--- src/rtl/wb_io_channel_mux_if.sv ---
// Wishbone slave bus bundle for wb_io_channel_mux.
// The clock and reset stay outside the bundle as plain ports.
interface wb_io_channel_mux_if;
  logic        wbs_stb_i;
  logic        wbs_cyc_i;
  logic        wbs_we_i;
  logic [3:0]  wbs_sel_i;
  logic [31:0] wbs_dat_i;
  logic [31:0] wbs_adr_i;
  logic        wbs_ack_o;
  logic [31:0] wbs_dat_o;

  modport slave (
    input  wbs_stb_i, wbs_cyc_i, wbs_we_i, wbs_sel_i, wbs_dat_i, wbs_adr_i,
    output wbs_ack_o, wbs_dat_o
  );

  modport master (
    output wbs_stb_i, wbs_cyc_i, wbs_we_i, wbs_sel_i, wbs_dat_i, wbs_adr_i,
    input  wbs_ack_o, wbs_dat_o
  );
endinterface

--- src/rtl/wb_io_channel_mux.sv ---
// Wishbone-controlled router driving the shared IO pads from one of N_CH user channels,
// with guard-blanked channel switchover, per-pin oeb override and latched maskable IRQs.
module wb_io_channel_mux #(
  parameter int          N_CH     = 4,
  parameter int          IO_W     = 16,
  parameter logic [31:0] BASE_ADR = 32'h3000_0000,
  parameter int          GUARD    = 4
) (
  input  logic                 wb_clk_i,
  input  logic                 wb_rst_i,
  wb_io_channel_mux_if.slave   wbs,
  input  logic                 active,
  input  logic [N_CH*IO_W-1:0] ch_io_out,
  input  logic [N_CH*IO_W-1:0] ch_io_oeb,
  input  logic [N_CH-1:0]      ch_irq,
  output logic [IO_W-1:0]      io_out,
  output logic [IO_W-1:0]      io_oeb,
  output logic [2:0]           irq
);
  localparam int               CNT_W      = (GUARD > 1) ? $clog2(GUARD) : 1;
  localparam logic [CNT_W-1:0] CNT_LOAD   = CNT_W'(GUARD - 1);
  localparam logic [5:0]       OFF_CTRL   = 6'd0;
  localparam logic [5:0]       OFF_OEB    = 6'd1;
  localparam logic [5:0]       OFF_STAT   = 6'd2;
  localparam logic [5:0]       OFF_IEN    = 6'd3;
  localparam logic [5:0]       OFF_STATUS = 6'd4;

  typedef enum logic {ST_RUN, ST_BLANK} state_t;

  state_t           r_state, w_state_nxt;
  logic [CNT_W-1:0] r_cnt, w_cnt_nxt;
  logic             w_switch_done;

  logic             r_ack;
  logic [31:0]      r_dat;
  logic [3:0]       r_ctrl_sel, r_live_sel;
  logic             r_ctrl_en, r_live_en;
  logic [IO_W-1:0]  r_oeb_force;
  logic [N_CH-1:0]  r_irq_stat, r_irq_en, r_irq_prev;
  logic [IO_W-1:0]  r_io_out, r_io_oeb;
  logic             r_irq0, r_irq1;

  logic [5:0]       w_offset;
  logic             w_hit, w_req, w_wr, w_ctrl_chg, w_blanking, w_unused;
  logic [31:0]      w_bmask, w_dat_m, w_ctrl_rd, w_ctrl_wd, w_oeb_wd, w_ien_wd, w_rdata;
  logic [3:0]       w_new_sel;
  logic [N_CH-1:0]  w_w1c, w_rise;
  logic [IO_W-1:0]  w_ch_out, w_ch_oeb;

  assign w_offset   = wbs.wbs_adr_i[7:2];
  assign w_hit      = (wbs.wbs_adr_i[31:8] == BASE_ADR[31:8]) && (w_offset <= OFF_STATUS);
  // The !r_ack term spaces back-to-back requests so each ack is a single-cycle pulse.
  assign w_req      = wbs.wbs_stb_i && wbs.wbs_cyc_i && active && w_hit && !r_ack;
  assign w_wr       = w_req && wbs.wbs_we_i;
  assign w_bmask    = {{8{wbs.wbs_sel_i[3]}}, {8{wbs.wbs_sel_i[2]}},
                       {8{wbs.wbs_sel_i[1]}}, {8{wbs.wbs_sel_i[0]}}};
  assign w_dat_m    = wbs.wbs_dat_i & w_bmask;
  assign w_ctrl_rd  = {23'd0, r_ctrl_en, 4'd0, r_ctrl_sel};
  assign w_ctrl_wd  = w_dat_m | (w_ctrl_rd & ~w_bmask);
  assign w_oeb_wd   = w_dat_m | (32'(r_oeb_force) & ~w_bmask);
  assign w_ien_wd   = w_dat_m | (32'(r_irq_en) & ~w_bmask);
  assign w_new_sel  = ({28'd0, w_ctrl_wd[3:0]} >= 32'(N_CH)) ? 4'(N_CH - 1) : w_ctrl_wd[3:0];
  assign w_ctrl_chg = w_wr && (w_offset == OFF_CTRL) &&
                      ((w_new_sel != r_ctrl_sel) || (w_ctrl_wd[8] != r_ctrl_en));
  assign w_w1c      = (w_wr && (w_offset == OFF_STAT)) ? w_dat_m[N_CH-1:0] : '0;
  assign w_rise     = ch_irq & ~r_irq_prev;
  assign w_blanking = (r_state == ST_BLANK);
  assign w_unused   = &{1'b0, wbs.wbs_adr_i[1:0], w_ctrl_wd, w_oeb_wd, w_ien_wd, w_dat_m};

  always_comb begin
    w_rdata = '0;
    case (w_offset)
      OFF_CTRL:   w_rdata = w_ctrl_rd;
      OFF_OEB:    w_rdata = 32'(r_oeb_force);
      OFF_STAT:   w_rdata = 32'(r_irq_stat);
      OFF_IEN:    w_rdata = 32'(r_irq_en);
      OFF_STATUS: w_rdata = {23'd0, w_blanking, 4'd0, r_live_sel};
      default:    w_rdata = '0;
    endcase
  end

  always_comb begin
    w_ch_out = '0;
    w_ch_oeb = '1;
    for (int k = 0; k < N_CH; k++) begin
      if (r_live_sel == 4'(k)) begin
        w_ch_out = ch_io_out[k*IO_W +: IO_W];
        w_ch_oeb = ch_io_oeb[k*IO_W +: IO_W];
      end
    end
  end

  always_ff @(posedge wb_clk_i or posedge wb_rst_i) begin
    if (wb_rst_i) begin
      r_state <= ST_RUN;
      r_cnt   <= '0;
    end else begin
      r_state <= w_state_nxt;
      r_cnt   <= w_cnt_nxt;
    end
  end

  // NOTE: every output of this block gets a default first, so no path leaves one unassigned and infers a latch.
  always_comb begin
    w_state_nxt   = r_state;
    w_cnt_nxt     = r_cnt;
    w_switch_done = 1'b0;
    if (w_ctrl_chg) begin
      w_state_nxt = ST_BLANK;
      w_cnt_nxt   = CNT_LOAD;
    end else if (r_state == ST_BLANK) begin
      if (r_cnt == '0) begin
        w_state_nxt   = ST_RUN;
        w_switch_done = 1'b1;
      end else begin
        w_cnt_nxt = r_cnt - 1'b1;
      end
    end
  end

  // NOTE: non-blocking assignments keep every register sampling the pre-edge values of the others.
  always_ff @(posedge wb_clk_i or posedge wb_rst_i) begin
    if (wb_rst_i) begin
      r_ack       <= 1'b0;
      r_dat       <= '0;
      r_ctrl_sel  <= '0;
      r_ctrl_en   <= 1'b0;
      r_live_sel  <= '0;
      r_live_en   <= 1'b0;
      r_oeb_force <= '0;
      r_irq_stat  <= '0;
      r_irq_en    <= '0;
      r_irq_prev  <= '0;
    end else begin
      r_ack <= w_req;
      r_dat <= (w_req && !wbs.wbs_we_i) ? w_rdata : '0;
      if (w_wr && (w_offset == OFF_CTRL)) begin
        r_ctrl_sel <= w_new_sel;
        r_ctrl_en  <= w_ctrl_wd[8];
      end
      if (w_wr && (w_offset == OFF_OEB)) r_oeb_force <= w_oeb_wd[IO_W-1:0];
      if (w_wr && (w_offset == OFF_IEN)) r_irq_en <= w_ien_wd[N_CH-1:0];
      if (w_switch_done) begin
        r_live_sel <= r_ctrl_sel;
        r_live_en  <= r_ctrl_en;
      end
      r_irq_prev <= ch_irq;
      // A fresh edge is ORed in after the clear, so it survives a same-cycle W1C.
      r_irq_stat <= (r_irq_stat & ~w_w1c) | w_rise;
    end
  end

  always_ff @(posedge wb_clk_i or posedge wb_rst_i) begin
    if (wb_rst_i) begin
      r_io_out <= '0;
      r_io_oeb <= '1;
      r_irq0   <= 1'b0;
      r_irq1   <= 1'b0;
    end else begin
      if (!active || w_blanking || !r_live_en) begin
        r_io_out <= '0;
        r_io_oeb <= '1;
      end else begin
        r_io_out <= w_ch_out;
        r_io_oeb <= w_ch_oeb | r_oeb_force;
      end
      r_irq0 <= active && |(r_irq_stat & r_irq_en);
      r_irq1 <= active && w_switch_done;
    end
  end

  assign wbs.wbs_ack_o = r_ack;
  assign wbs.wbs_dat_o = r_dat;
  assign io_out        = r_io_out;
  assign io_oeb        = r_io_oeb;
  assign irq           = {1'b0, r_irq1, r_irq0};
endmodule
--- src/flat_wrapper.sv ---
// flat-port wrapper written by rule: the top's interface ports become plain ports
module wb_io_channel_mux_flat 
#(
  parameter int          N_CH     = 4,
  parameter int          IO_W     = 16,
  parameter logic [31:0] BASE_ADR = 32'h3000_0000,
  parameter int          GUARD    = 4
)
  (wb_clk_i, wb_rst_i, active, ch_io_out, ch_io_oeb, ch_irq, io_out, io_oeb, irq, wbs_wbs_stb_i, wbs_wbs_cyc_i, wbs_wbs_we_i, wbs_wbs_sel_i, wbs_wbs_dat_i, wbs_wbs_adr_i, wbs_wbs_ack_o, wbs_wbs_dat_o);
  wb_io_channel_mux_if wbs_i ();
  input  logic wb_clk_i;
  input  logic wb_rst_i;
  input  logic active;
  input  logic [N_CH*IO_W-1:0] ch_io_out;
  input  logic [N_CH*IO_W-1:0] ch_io_oeb;
  input  logic [N_CH-1:0] ch_irq;
  output logic [IO_W-1:0] io_out;
  output logic [IO_W-1:0] io_oeb;
  output logic [2:0] irq;
  input wire logic [$bits(wbs_i.wbs_stb_i)-1:0] wbs_wbs_stb_i;
  input wire logic [$bits(wbs_i.wbs_cyc_i)-1:0] wbs_wbs_cyc_i;
  input wire logic [$bits(wbs_i.wbs_we_i)-1:0] wbs_wbs_we_i;
  input wire logic [$bits(wbs_i.wbs_sel_i)-1:0] wbs_wbs_sel_i;
  input wire logic [$bits(wbs_i.wbs_dat_i)-1:0] wbs_wbs_dat_i;
  input wire logic [$bits(wbs_i.wbs_adr_i)-1:0] wbs_wbs_adr_i;
  output wire logic [$bits(wbs_i.wbs_ack_o)-1:0] wbs_wbs_ack_o;
  output wire logic [$bits(wbs_i.wbs_dat_o)-1:0] wbs_wbs_dat_o;
  assign wbs_i.wbs_stb_i = wbs_wbs_stb_i;
  assign wbs_i.wbs_cyc_i = wbs_wbs_cyc_i;
  assign wbs_i.wbs_we_i = wbs_wbs_we_i;
  assign wbs_i.wbs_sel_i = wbs_wbs_sel_i;
  assign wbs_i.wbs_dat_i = wbs_wbs_dat_i;
  assign wbs_i.wbs_adr_i = wbs_wbs_adr_i;
  assign wbs_wbs_ack_o = wbs_i.wbs_ack_o;
  assign wbs_wbs_dat_o = wbs_i.wbs_dat_o;
  wb_io_channel_mux #(.N_CH(N_CH), .IO_W(IO_W), .BASE_ADR(BASE_ADR), .GUARD(GUARD)) u_core (.wb_clk_i(wb_clk_i), .wb_rst_i(wb_rst_i), .wbs(wbs_i), .active(active), .ch_io_out(ch_io_out), .ch_io_oeb(ch_io_oeb), .ch_irq(ch_irq), .io_out(io_out), .io_oeb(io_oeb), .irq(irq));
endmodule
--- config.mk ---
export PLATFORM = sky130hd
export DESIGN_NAME = wb_io_channel_mux_flat
export DESIGN_NICKNAME = d
export VERILOG_FILES = /design/src/rtl/wb_io_channel_mux_if.sv /design/src/rtl/wb_io_channel_mux.sv /design/src/flat_wrapper.sv
export SDC_FILE = /design/constraint.sdc
export NUM_CORES = 1
export LEC_CHECK = 0
export CAP_MARGIN = 20
export CORE_ASPECT_RATIO = 1.5
export CORE_MARGIN = 5
export CORE_UTILIZATION = 37
export DETAILED_ROUTE_END_ITERATION = 8
export MAX_ROUTING_LAYER = met4
export PLACE_DENSITY = 0.8
export SETUP_SLACK_MARGIN = 0.2
export SYNTH_ARGS = -nofsm -noshare
export SYNTH_HDL_FRONTEND = slang
export SYNTH_SLANG_ARGS = --single-unit
--- constraint.sdc ---
create_clock -name wb_clk_i -period 3.8 [get_ports wb_clk_i]
set_clock_uncertainty 0.05 [all_clocks]
set_input_delay 0.76 -clock wb_clk_i [delete_from_list [all_inputs] [get_ports wb_clk_i]]
set_output_delay 0.76 -clock wb_clk_i [all_outputs]
set_load 0.03 [all_outputs]
Word level (Yosys, flattened, before mapping) --
Index checks and enable logic that the tools add are counted.
Cells by class: $add $sub $neg 1, $lt $le $gt $ge 2, equality and inequality tests 11, multiplexer cells 23, bitwise gates (word level) 15, reductions and logical operators 27
Operator list (count):
- two-way mux 16 bit | 11
- case mux 16 bit (5 select lines) | 1
- AND 16 bit | 2
- bitwise OR 16 bit | 2
- == test 24 x 22 -> 1 bit (second input constant) | 1
- AND 4 bit | 4
- inverter 16 bit | 1
- logical AND 1 bit | 14
- == test 6 x 2 -> 1 bit (second input constant) | 2
- AND 9 bit | 1
- bitwise OR 9 bit | 1
- == test 4 x 2 -> 1 bit (second input constant) | 2
- two-way mux 4 bit | 2
- inverter 4 bit | 2
- bitwise OR 4 bit | 2
- == test 6 x 1 -> 1 bit (second input constant) | 1
- == test 6 x 3 -> 1 bit (second input constant) | 1
- <= comparator 6 x 3 -> 1 bit (second input constant) | 1
- zero test 6 bit | 1
- two-way mux 1 bit | 6
- two-way mux 2 bit | 3
- == test 4 x 1 -> 1 bit (second input constant) | 1
- >= comparator 4 x 3 -> 1 bit (second input constant) | 1
- zero test 1 bit | 4
- other kinds (10) | 12
Word-level totals: bits in registers 108, logic and storage cells 95

Logic depth before layout (Yosys ltp) --
Gate-level depths: netlist (run 1).
depth in word-level cells 10, mapped depth 6, mapped depth without buffers 6

Worst setup path before layout (run 1) --
No wires, ideal clock.
path kind in2reg, start input port wbs_wbs_adr_i[4], end register with a tool-made name, library setup time 0.125 ns, arrival time 2.356 ns, required time 3.625 ns, path slack 1.269 ns, cell stages on the path 5, path buffers 1, cells stage by stage or4_4 > a211oi_2 > and4_1 > buf_2 > mux2_2
RTL lines:
- start: declaration | line flat_wrapper.sv:25 | input wire logic [$bits(wbs_i.wbs_adr_i)-1:0] wbs_wbs_adr_i;

==> impl_metrics.py, run 1 <==
metrics = {
    "critical_path": {
        "critical-path-max-stage-delay_ns": 0.61,
        "crit_path_cell_trace": "clkdlybuf4s50_1 > and4b_1 > nand4_1 > a211oi_2 > and4_1 > mux2_2",
        "crit_path_max_fanout": 8,
        "cp.required_ns": 3.97,
        "worstPathArrival_ns": 3.21,
        "cp-startpoint": "active",
        "path_class": "in -> reg",
        "end_kind": "register",
        "r2r_cells": 5,
        "crit_cells": 6,
        "cp-start-kind": "input pin",
        "timing.rr.start": "u_core.wbs.wbs_ack_o",
        "crit_family": "simple AND/OR/NAND/NOR gates",
        "cp.buffers_inverters": 1,
        "reg2reg_slack_ns": 1.43,
        "crit_path_top_delay_cell": "clkdlybuf4s50_1",
    },
    "sta": {
        "finalMaxSlewViolations": 0,
        "hold_viol_final": 0,
        "setup_ws_ns": 0.764,
        "slew_headroom_pct": 45.9,
        "period_minus_slack_ns": 3.04,
        "tightest_slew_ns": 0.812,
        "setup_violations": 0,
        "final.setup.tns_ns": 0,
        "max_freq_mhz": 329,
        "whs_ns": 0.449,
        "period_share_pct": 79.9,
        "rsz0062_at_grt": "no",
    },
    "floorplan": {
        "core_area_mm2": 0.0119,
        "pin_count": 274,
        "rows": 49,
        "die_area_mm2": 0.0144,
        "die_h_um": 144,
        "dieWidth_um": 99.6,
        "start_util_pct": 37.5,
    },
    "global_route": {
        "grt_pass1_vias": 4248,
        "grt_pass1_wl_mm": 23.2,
        "antenna_found_initial": 0,
        "grt_usage_pct": 21.5,
        "grt_start_max_net_pins": 48,
        "grt_overflow": 0,
    },
    "logic_synthesis": {
        "syn_avg_cell_area_um2": 12.7,
        "synth_edf_count": 0,
        "yosys.cell_types.count": 47,
        "seq_area_frac_synth_pct": 52.1,
        "synth_top_flop_cell": "dfrtp_1",
        "yosys_warnings": 0,
        "yosysMostFrequentCell": "dfrtp_1",
        "synth_area_leaders": "dfrtp_1, dfstp_2, mux4_2",
        "ys_seq_elements": 92,
        "syn_inst": 351,
        "synth_largest_area_cell": "dfrtp_1",
        "yosysTopAreaCellShare_pct": 42.7,
        "synth_area_mm2": 0.00445,
        "synthArstFlopShare_pct": 100,
        "synth_common_cells": "dfrtp_1, and2_1, mux2_2",
    },
    "power_and_ir_drop": {
        "leakagePower_nw": 2.89,
        "ir_drop_mv": 0.208,
        "powerDensity_mw_per_mm2": 292,
        "fin_total_pwr_w": 0.00211,
    },
    "place": {
        "detailed_place_hpwl_mm": 12.1,
        "dp_worst_setup_slack_ns": 0.435,
        "place_congestion": 0.886,
        "portBuffers": 236,
    },
    "final_layout": {
        "syn_to_final_growth_pct": 62.0,
        "antennaDiodeCount": 0,
        "num-nets-final": 792,
        "drive_gt1_share_pct": 14.6,
    },
    "clocking": {
        "clock_sinks": 92,
        "cts.repair.resized": 0,
        "post_cts_buffers": 0,
        "htree_levels": 3,
        "cts_inserted_buffers": 9,
        "clk_latency_ns": 0.34,
        "tritoncts": "done",
        "root_buffer": "clkbuf_16",
        "max-clock-path-buffers": 2,
        "cts_hold_buf": 0,
        "clkTransAtPathRegs_ns": 0.07,
    },
    "drt": {
        "vias": 3914,
        "drc": 0,
        "routed_wl_mm": 15.0,
        "antenna_left": 0,
        "wl_per_cell_um": 20.3,
        "drt_iter0_drc": 168,
        "dr.pass1.iters": 4,
        "via_per_inst": 5.27,
    },
    "flow_run": {
        "max-cap-violations": 0,
    },
    "min_path": {
        "hp-class": "reg -> reg",
    },
    "outcome": {
        "status": "finished, final reports clean",
    },
}
worst min path at each step:
stage / cells after the start / end / start / slack (ns)
final: 1 / u_core.wbs.wbs_dat_o[14] / register / 0.45
after global routing: 1 / u_core.wbs.wbs_dat_o[14] / register / 0.48
after CTS: 1 / u_core.wbs.wbs_dat_o[14] / register / 0.46
after detailed placement: 1 / u_core.wbs.wbs_dat_o[14] / register / 0.45
after global placement: 1 / u_core.wbs.wbs_dat_o[14] / register / 0.44
after floorplan: 1 / u_core.wbs.wbs_dat_o[15] / register / 0.42
layout make-up:
| class | instances | area [um2] |
|---|---|---|
| fillers | 980 | 4680 |
| repair buffers | 243 | 2430 |
| flip-flops and latches | 92 | 2320 |
| multi-input cells | 225 | 1940 |
| clock buffers | 11 | 243 |
| well taps | 153 | 191 |
| inverters | 14 | 55.1 |
| clock inverters | 5 | 37.5 |
cells in the final DEF, fill, tap and decap left out, types with 5 or more instances in the layout:
master	netlist	routed
inv_1	14	13
nor2_1	6	6
a22oi_1	7	7
and2_1	30	30
nand2_1	8	8
buf_4	19	6
dfrtp_1	76	75
o211ai_1	17	17
dfstp_2	16	16
mux4_2	16	16
mux2i_1	16	16
clkdlybuf4s50_1	0	236
a222oi_1	5	5
mux2_2	24	24
clkbuf_16	0	9
a221oi_1	16	16
nand4_1	7	7
conb_1	1	17
nor4_1	7	6
nor2b_1	5	5
kinds of logic after synthesis:
group / count (synthesis) / share of synthesized area [%]
compound gates: 65 / 11.7
mux: 56 / 17.8
other cells: 1 / 0.0842
xor+xnor: 2 / 0.393
flops: 92 / 52.1
simple gates: 84 / 11.7
buf+inv: 50 / 5.95
fa+ha+maj: 1 / 0.281
power breakdown:
| group | total [W] | switching [W] | internal [W] |
|---|---|---|---|
| Sequential | 0.000983 | 0.000000657 | 0.000982 |
| Combinational | 0.000282 | 0.0000940 | 0.000188 |
| Clock | 0.000843 | 0.000379 | 0.000464 |
| Total | 0.00211 | 0.000473 | 0.00163 |
layer usage:
layer	global-route usage [%]	up-vias	part of all wire, %	wire [um]
met5	-	-	0	0
met2	39.1	199	55	8330
li1	-	1767	-	-
met1	24.2	1926	37	5500
met3	3.96	22	6.5	972
met4	5.68	0	1.6	245
stage by stage:
stage | util (%) | std cells | instance area (um2)
after detailed placement | 58.3 | 727 | 6940
after global placement | 58.3 | 727 | 6940
after floorplan | - | 367 | 4510
after CTS | 60.7 | 743 | 7220
after global routing | 60.7 | 743 | 7220
final | 60.7 | 743 | 7220
Note: power is estimated with default switching activity, not from simulation.
==> run 2, diff against run 1 <==
CORE_UTILIZATION = 34   (was 37)
PLACE_DENSITY = 0.78   (was 0.8)
clock period = 2.6 ns   (was 3.8 ns; I/O delays follow)
==> impl_metrics.py, run 2 (synthesis results as in run 1) <==
metrics = {
    "global_route": {
        "grt_pass1_vias": 4541,
        "grt_start_max_net_pins": 41,
        "grt_pass1_wl_mm": 22.9,
        "grt_overflow": 0,
        "antenna_found_initial": 0,
        "grt_usage_pct": 20.0,
    },
    "drt": {
        "wl_per_cell_um": 19.5,
        "vias": 4022,
        "drt_iter0_drc": 143,
        "via_per_inst": 5.14,
        "drc": 0,
        "antenna_left": 0,
        "routed_wl_mm": 15.3,
        "dr.pass1.iters": 4,
    },
    "sta": {
        "whs_ns": 0.458,
        "rsz0062_at_grt": "yes",
        "tightest_slew_ns": 0.570,
        "period_minus_slack_ns": 2.37,
        "setup_violations": 0,
        "slew_headroom_pct": 61.9,
        "period_share_pct": 91.1,
        "max_freq_mhz": 422,
        "setup_ws_ns": 0.230,
        "hold_viol_final": 0,
        "finalMaxSlewViolations": 0,
    },
    "critical_path": {
        "end_kind": "register",
        "cp.required_ns": 2.77,
        "cp-startpoint": "wbs_wbs_adr_i[4]",
        "reg2reg_slack_ns": 0.57,
        "r2r-end": "u_core.r_live_en",
        "path_class": "in -> reg",
        "timing.rr.start": "u_core.r_ctrl_en",
        "cp-start-kind": "input pin",
        "critical-path-max-stage-delay_ns": 0.54,
        "r2r_cells": 6,
        "crit_path_max_fanout": 5,
        "crit_path_top_delay_cell": "or4_4",
        "worstPathArrival_ns": 2.54,
        "crit_path_cell_trace": "clkdlybuf4s50_1 > or4_4 > a211oi_4 > and4_4 > buf_6 > mux2_2",
    },
    "clocking": {
        "clkTransAtPathRegs_ns": 0.07,
        "tritoncts": "done",
        "clock_sinks": 92,
        "root_buffer": "clkbuf_16",
        "htree_levels": 3,
        "max-clock-path-buffers": 2,
        "clk_latency_ns": 0.33,
        "cts_inserted_buffers": 9,
    },
    "floorplan": {
        "pin_count": 274,
        "start_util_pct": 34.4,
        "core_area_mm2": 0.0130,
        "rows": 51,
        "dieWidth_um": 103,
        "die_h_um": 150,
        "die_area_mm2": 0.0155,
    },
    "place": {
        "dp.cells": 763,
        "portBuffers": 236,
        "place_congestion": 0.875,
        "dp_worst_setup_slack_ns": -0.294,
        "detailed_place_hpwl_mm": 12.5,
    },
    "final_layout": {
        "mostFrequentLayoutCells": "clkdlybuf4s50_1, dfrtp_1, buf_4, and2_1, mux2_2",
        "num-nets-final": 825,
        "antennaDiodeCount": 0,
        "drive_gt1_share_pct": 20.5,
        "final_common_cell": "clkdlybuf4s50_1",
        "syn_to_final_growth_pct": 69.7,
        "instances_no_fill": 782,
        "n_fill_cell": 1071,
    },
    "min_path": {
        "hp-class": "reg -> reg",
    },
    "flow_run": {
        "max-cap-violations": 0,
    },
    "power_and_ir_drop": {
        "powerDensity_mw_per_mm2": 411,
        "leakagePower_nw": 3.08,
        "ir_drop_mv": 0.273,
    },
    "outcome": {
        "status": "finished, final reports clean",
    },
}
run 2: cell types whose count changed in the layout (fill, tap and decap cells not counted), sizes merged:
cell           before  now
clkdlybuf4s50     236  234
buf                 7   40
dlymetal6s2s        0    2
clkinvlp            2    3
clkbuf             11   10
run 2: routing by layer:
metal  track usage, %  up-vias  routed length [um]
met4             6.48        0                 354
met2             38.3      188                8670
met3             3.29       28                1080
met1             20.0     1978                5160
li1                 -     1828                   -
met5                -        -                   0
run 2: how the worst min path moves through the flow:
stage | startpoint | depth (start not counted) | end
4_1_cts | register | 1 | u_core.wbs.wbs_dat_o[9]
3_3_place_gp | register | 1 | u_core.wbs.wbs_dat_o[10]
6_report | register | 1 | u_core.wbs.wbs_dat_o[12]
3_5_place_dp | register | 1 | u_core.wbs.wbs_dat_o[9]
5_1_grt | register | 1 | u_core.wbs.wbs_dat_o[6]
2_1_floorplan | register | 1 | u_core.wbs.wbs_dat_o[15]
run 2: critical path: cells and delay by family:
| family | cells | cell delay, ns |
|---|---|---|
| AO/OA/AOI/OAI | 1 | 0.31 |
| multiplexers | 1 | 0.33 |
| AND/OR/NAND/NOR | 2 | 0.83 |
| buffers and inverters | 2 | 0.54 |
run 2: stage by stage:
stage | TNS (ns) | total power (W) | util (%) | area, um2
after global placement | -6.66 | 0.00189 | 55.5 | 7190
after detailed placement | -6.54 | 0.00190 | 55.5 | 7190
after global routing | 0 | 0.00323 | 58.4 | 7560
final | 0 | 0.00311 | 58.4 | 7560
after CTS | 0 | 0.00314 | 58.0 | 7510
after floorplan | 0 | 0.00158 | - | 4520
run 2: power by group:
part | switching (W) | internal [W]
Combinational | 0.000144 | 0.000294
Clock | 0.000553 | 0.000681
Sequential | 0.00000102 | 0.00144
Total | 0.000697 | 0.00241
run 2: what timing repair did:
action | in CTS | in global routing
buffers inserted | 1 | 2
pin swaps | 3 | 10
hold buffers | 0 | 0
cloned | 0 | 0
endpoints found under the setup margin | 25 | 28
gates resized for setup | 5 | 9
run 2: cell type report:
cell class	count	area, um2	area share, %
clock buffers	10	239	3.16
clock inverters	6	46.3	0.612
inverters	14	56.3	0.745
multi-input cells	225	1980	26.2
flip-flops and latches	92	2320	30.7
well taps	159	199	2.63
repair buffers	276	2710	35.9
==> run 3, diff against run 2 <==
SLEW_MARGIN = 30   (was unset)
TNS_END_PERCENT = 1   (was unset)
clock period = 2 ns   (was 2.6 ns; I/O delays follow)
==> impl_metrics.py, run 3 (synthesis results as in run 1) <==
metrics = {
    "clocking": {
        "htree_levels": 3,
        "tritoncts": "done",
        "clk_latency_ns": 0.34,
        "cts_inserted_buffers": 9,
        "root_buffer": "clkbuf_16",
        "clkTransAtPathRegs_ns": 0.07,
        "max-clock-path-buffers": 2,
        "clock_sinks": 92,
    },
    "critical_path": {
        "path_class": "in -> reg",
        "crit_family": "buffers and inverters",
        "r2r_cells": 6,
        "crit_path_cell_trace": "clkdlybuf4s50_1 > nor2_1 > nand3_1 > a211oi_4 > buf_6 > nand4_1 > mux2_4",
        "cp.required_ns": 2.17,
        "end_kind": "register",
        "timing.rr.start": "u_core.wbs.wbs_ack_o",
        "cp.buffers_inverters": 2,
        "critical-path-max-stage-delay_ns": 0.42,
        "r2r-end": "u_core.r_ctrl_sel[1]",
        "crit_path_max_fanout": 4,
        "worstPathArrival_ns": 2.15,
        "reg2reg_slack_ns": 0.03,
        "crit_path_top_delay_cell": "clkdlybuf4s50_1",
        "cp-start-kind": "input pin",
    },
    "sta": {
        "hold_viol_final": 0,
        "period_minus_slack_ns": 1.97,
        "rsz0062_at_grt": "yes",
        "final.setup.tns_ns": 0,
        "whs_ns": 0.413,
        "max_freq_mhz": 507,
        "slew_headroom_pct": 46.3,
        "tightest_slew_ns": 0.804,
        "setup_violations": 0,
        "finalMaxSlewViolations": 0,
        "period_share_pct": 98.5,
    },
    "power_and_ir_drop": {
        "leakagePower_nw": 3.67,
        "powerDensity_mw_per_mm2": 512,
        "ir_drop_mv": 0.393,
    },
    "final_layout": {
        "instances_no_fill": 790,
        "drive_gt1_share_pct": 27.3,
        "num-nets-final": 833,
        "mostFrequentLayoutCells": "clkdlybuf4s50_1, dfrtp_1, dlygate4sd2_1, buf_4, dlymetal6s2s_1",
        "final_common_cell": "clkdlybuf4s50_1",
        "antennaDiodeCount": 0,
        "syn_to_final_growth_pct": 76.7,
    },
    "global_route": {
        "grt_start_max_net_pins": 68,
        "grt_pass1_wl_mm": 23.4,
        "grt_usage_pct": 20.3,
        "grt_overflow": 0,
        "antenna_found_initial": 0,
        "grt_pass1_vias": 4635,
    },
    "flow_run": {
        "max-cap-violations": 0,
    },
    "place": {
        "dp.cells": 768,
        "detailed_place_hpwl_mm": 12.3,
        "portBuffers": 236,
        "place_congestion": 0.883,
    },
    "floorplan": {
        "die_area_mm2": 0.0155,
        "dieWidth_um": 103,
        "die_h_um": 150,
        "core_area_mm2": 0.0130,
        "pin_count": 274,
        "rows": 51,
        "start_util_pct": 34.4,
    },
    "drt": {
        "wl_per_cell_um": 20.0,
        "dr.pass1.iters": 4,
        "routed_wl_mm": 15.8,
        "antenna_left": 0,
        "drc": 0,
        "drt_iter0_drc": 121,
        "via_per_inst": 5.24,
        "vias": 4137,
    },
    "min_path": {
        "min_to": "u_core.wbs.wbs_ack_o",
        "hp-class": "in -> reg",
        "hp-start": "wbs_wbs_adr_i[7]",
        "whs_path_depth": 3,
    },
    "outcome": {
        "status": "finished, final reports clean",
    },
}
-- run 3: changes by cell type in the layout (fill, tap and decap cells not counted), moves of 4 or more --
cell	before	now
and2_1	30	19
dlymetal6s2s_1	2	34
mux2_4	1	17
clkbuf_2	0	5
buf_6	2	7
nor4_1	5	1
clkdlybuf4s50_1	234	149
and2_4	0	11
mux2_2	23	7
dlygate4sd2_1	0	45
-- run 3: worst max-delay path by stage --
stage,startpoint,to,slack [ns],cells after the start
4_1_cts,u_core.wbs.wbs_ack_o,u_core.r_irq_stat[3],-0.15,6
3_5_place_dp,wbs_wbs_adr_i[12],u_core.r_state,-0.78,7
5_1_grt,u_core.wbs.wbs_ack_o,u_core.r_ctrl_sel[0],-0.02,6
3_3_place_gp,wbs_wbs_adr_i[12],u_core.r_state,-0.69,7
6_report,wbs_wbs_adr_i[3],register,0.03,7
2_1_floorplan,wbs_wbs_adr_i[4],register,-0.17,5
-- run 3: per-layer routing --
layer	vias up	GRT usage, %	part of all wire, %
met4	0	7.84	2.9
li1	1851	-	-
met2	188	37.6	57
met1	2062	21.2	34
met3	36	2.74	6.5
met5	-	-	0
-- run 3: worst register-to-register path: cells and delay by family, from the launching register on --
family	cells	cell delay [ns]
DFF	1	0.40
buffers and inverters	1	0.21
AOI/OAI and AO/OA	1	0.13
and+or+nand+nor	4	1.12
-- run 3: through the flow --
step	total power, W	cell area (um2)	setup WS, ns	utilization [%]
2_1_floorplan	0.00205	4520	-0.171	-
3_3_place_gp	0.00246	7240	-0.689	55.9
3_5_place_dp	0.00247	7250	-0.777	56.0
4_1_cts	0.00406	7580	-0.150	58.5
5_1_grt	0.00420	7870	-0.0219	60.8
6_report	0.00403	7870	0.0292	60.8
-- run 3: final cells by class --
cell class	count	area [um2]
fillers	1041	5080
repair buffers	284	2800
flip-flops and latches	92	2320
multi-input cells	225	2220
clock buffers	11	233
well taps	159	199
inverters	14	56.3
clock inverters	5	38.8
-- run 3: what timing repair did --
action                                  4_1_cts  5_1_grt
pin swaps                                    18       28
resized for setup                            79       92
endpoints found under the setup margin       95       64
hold buffers                                  0        0
setup buffers                                 2        4
-- run 3: report_power, final --
part | total [W] | internal (W) | switching (W)
clock | 0.00158 | 0.000848 | 0.000736
combinational | 0.000579 | 0.000375 | 0.000203
sequential | 0.00187 | 0.00187 | 0.000000961
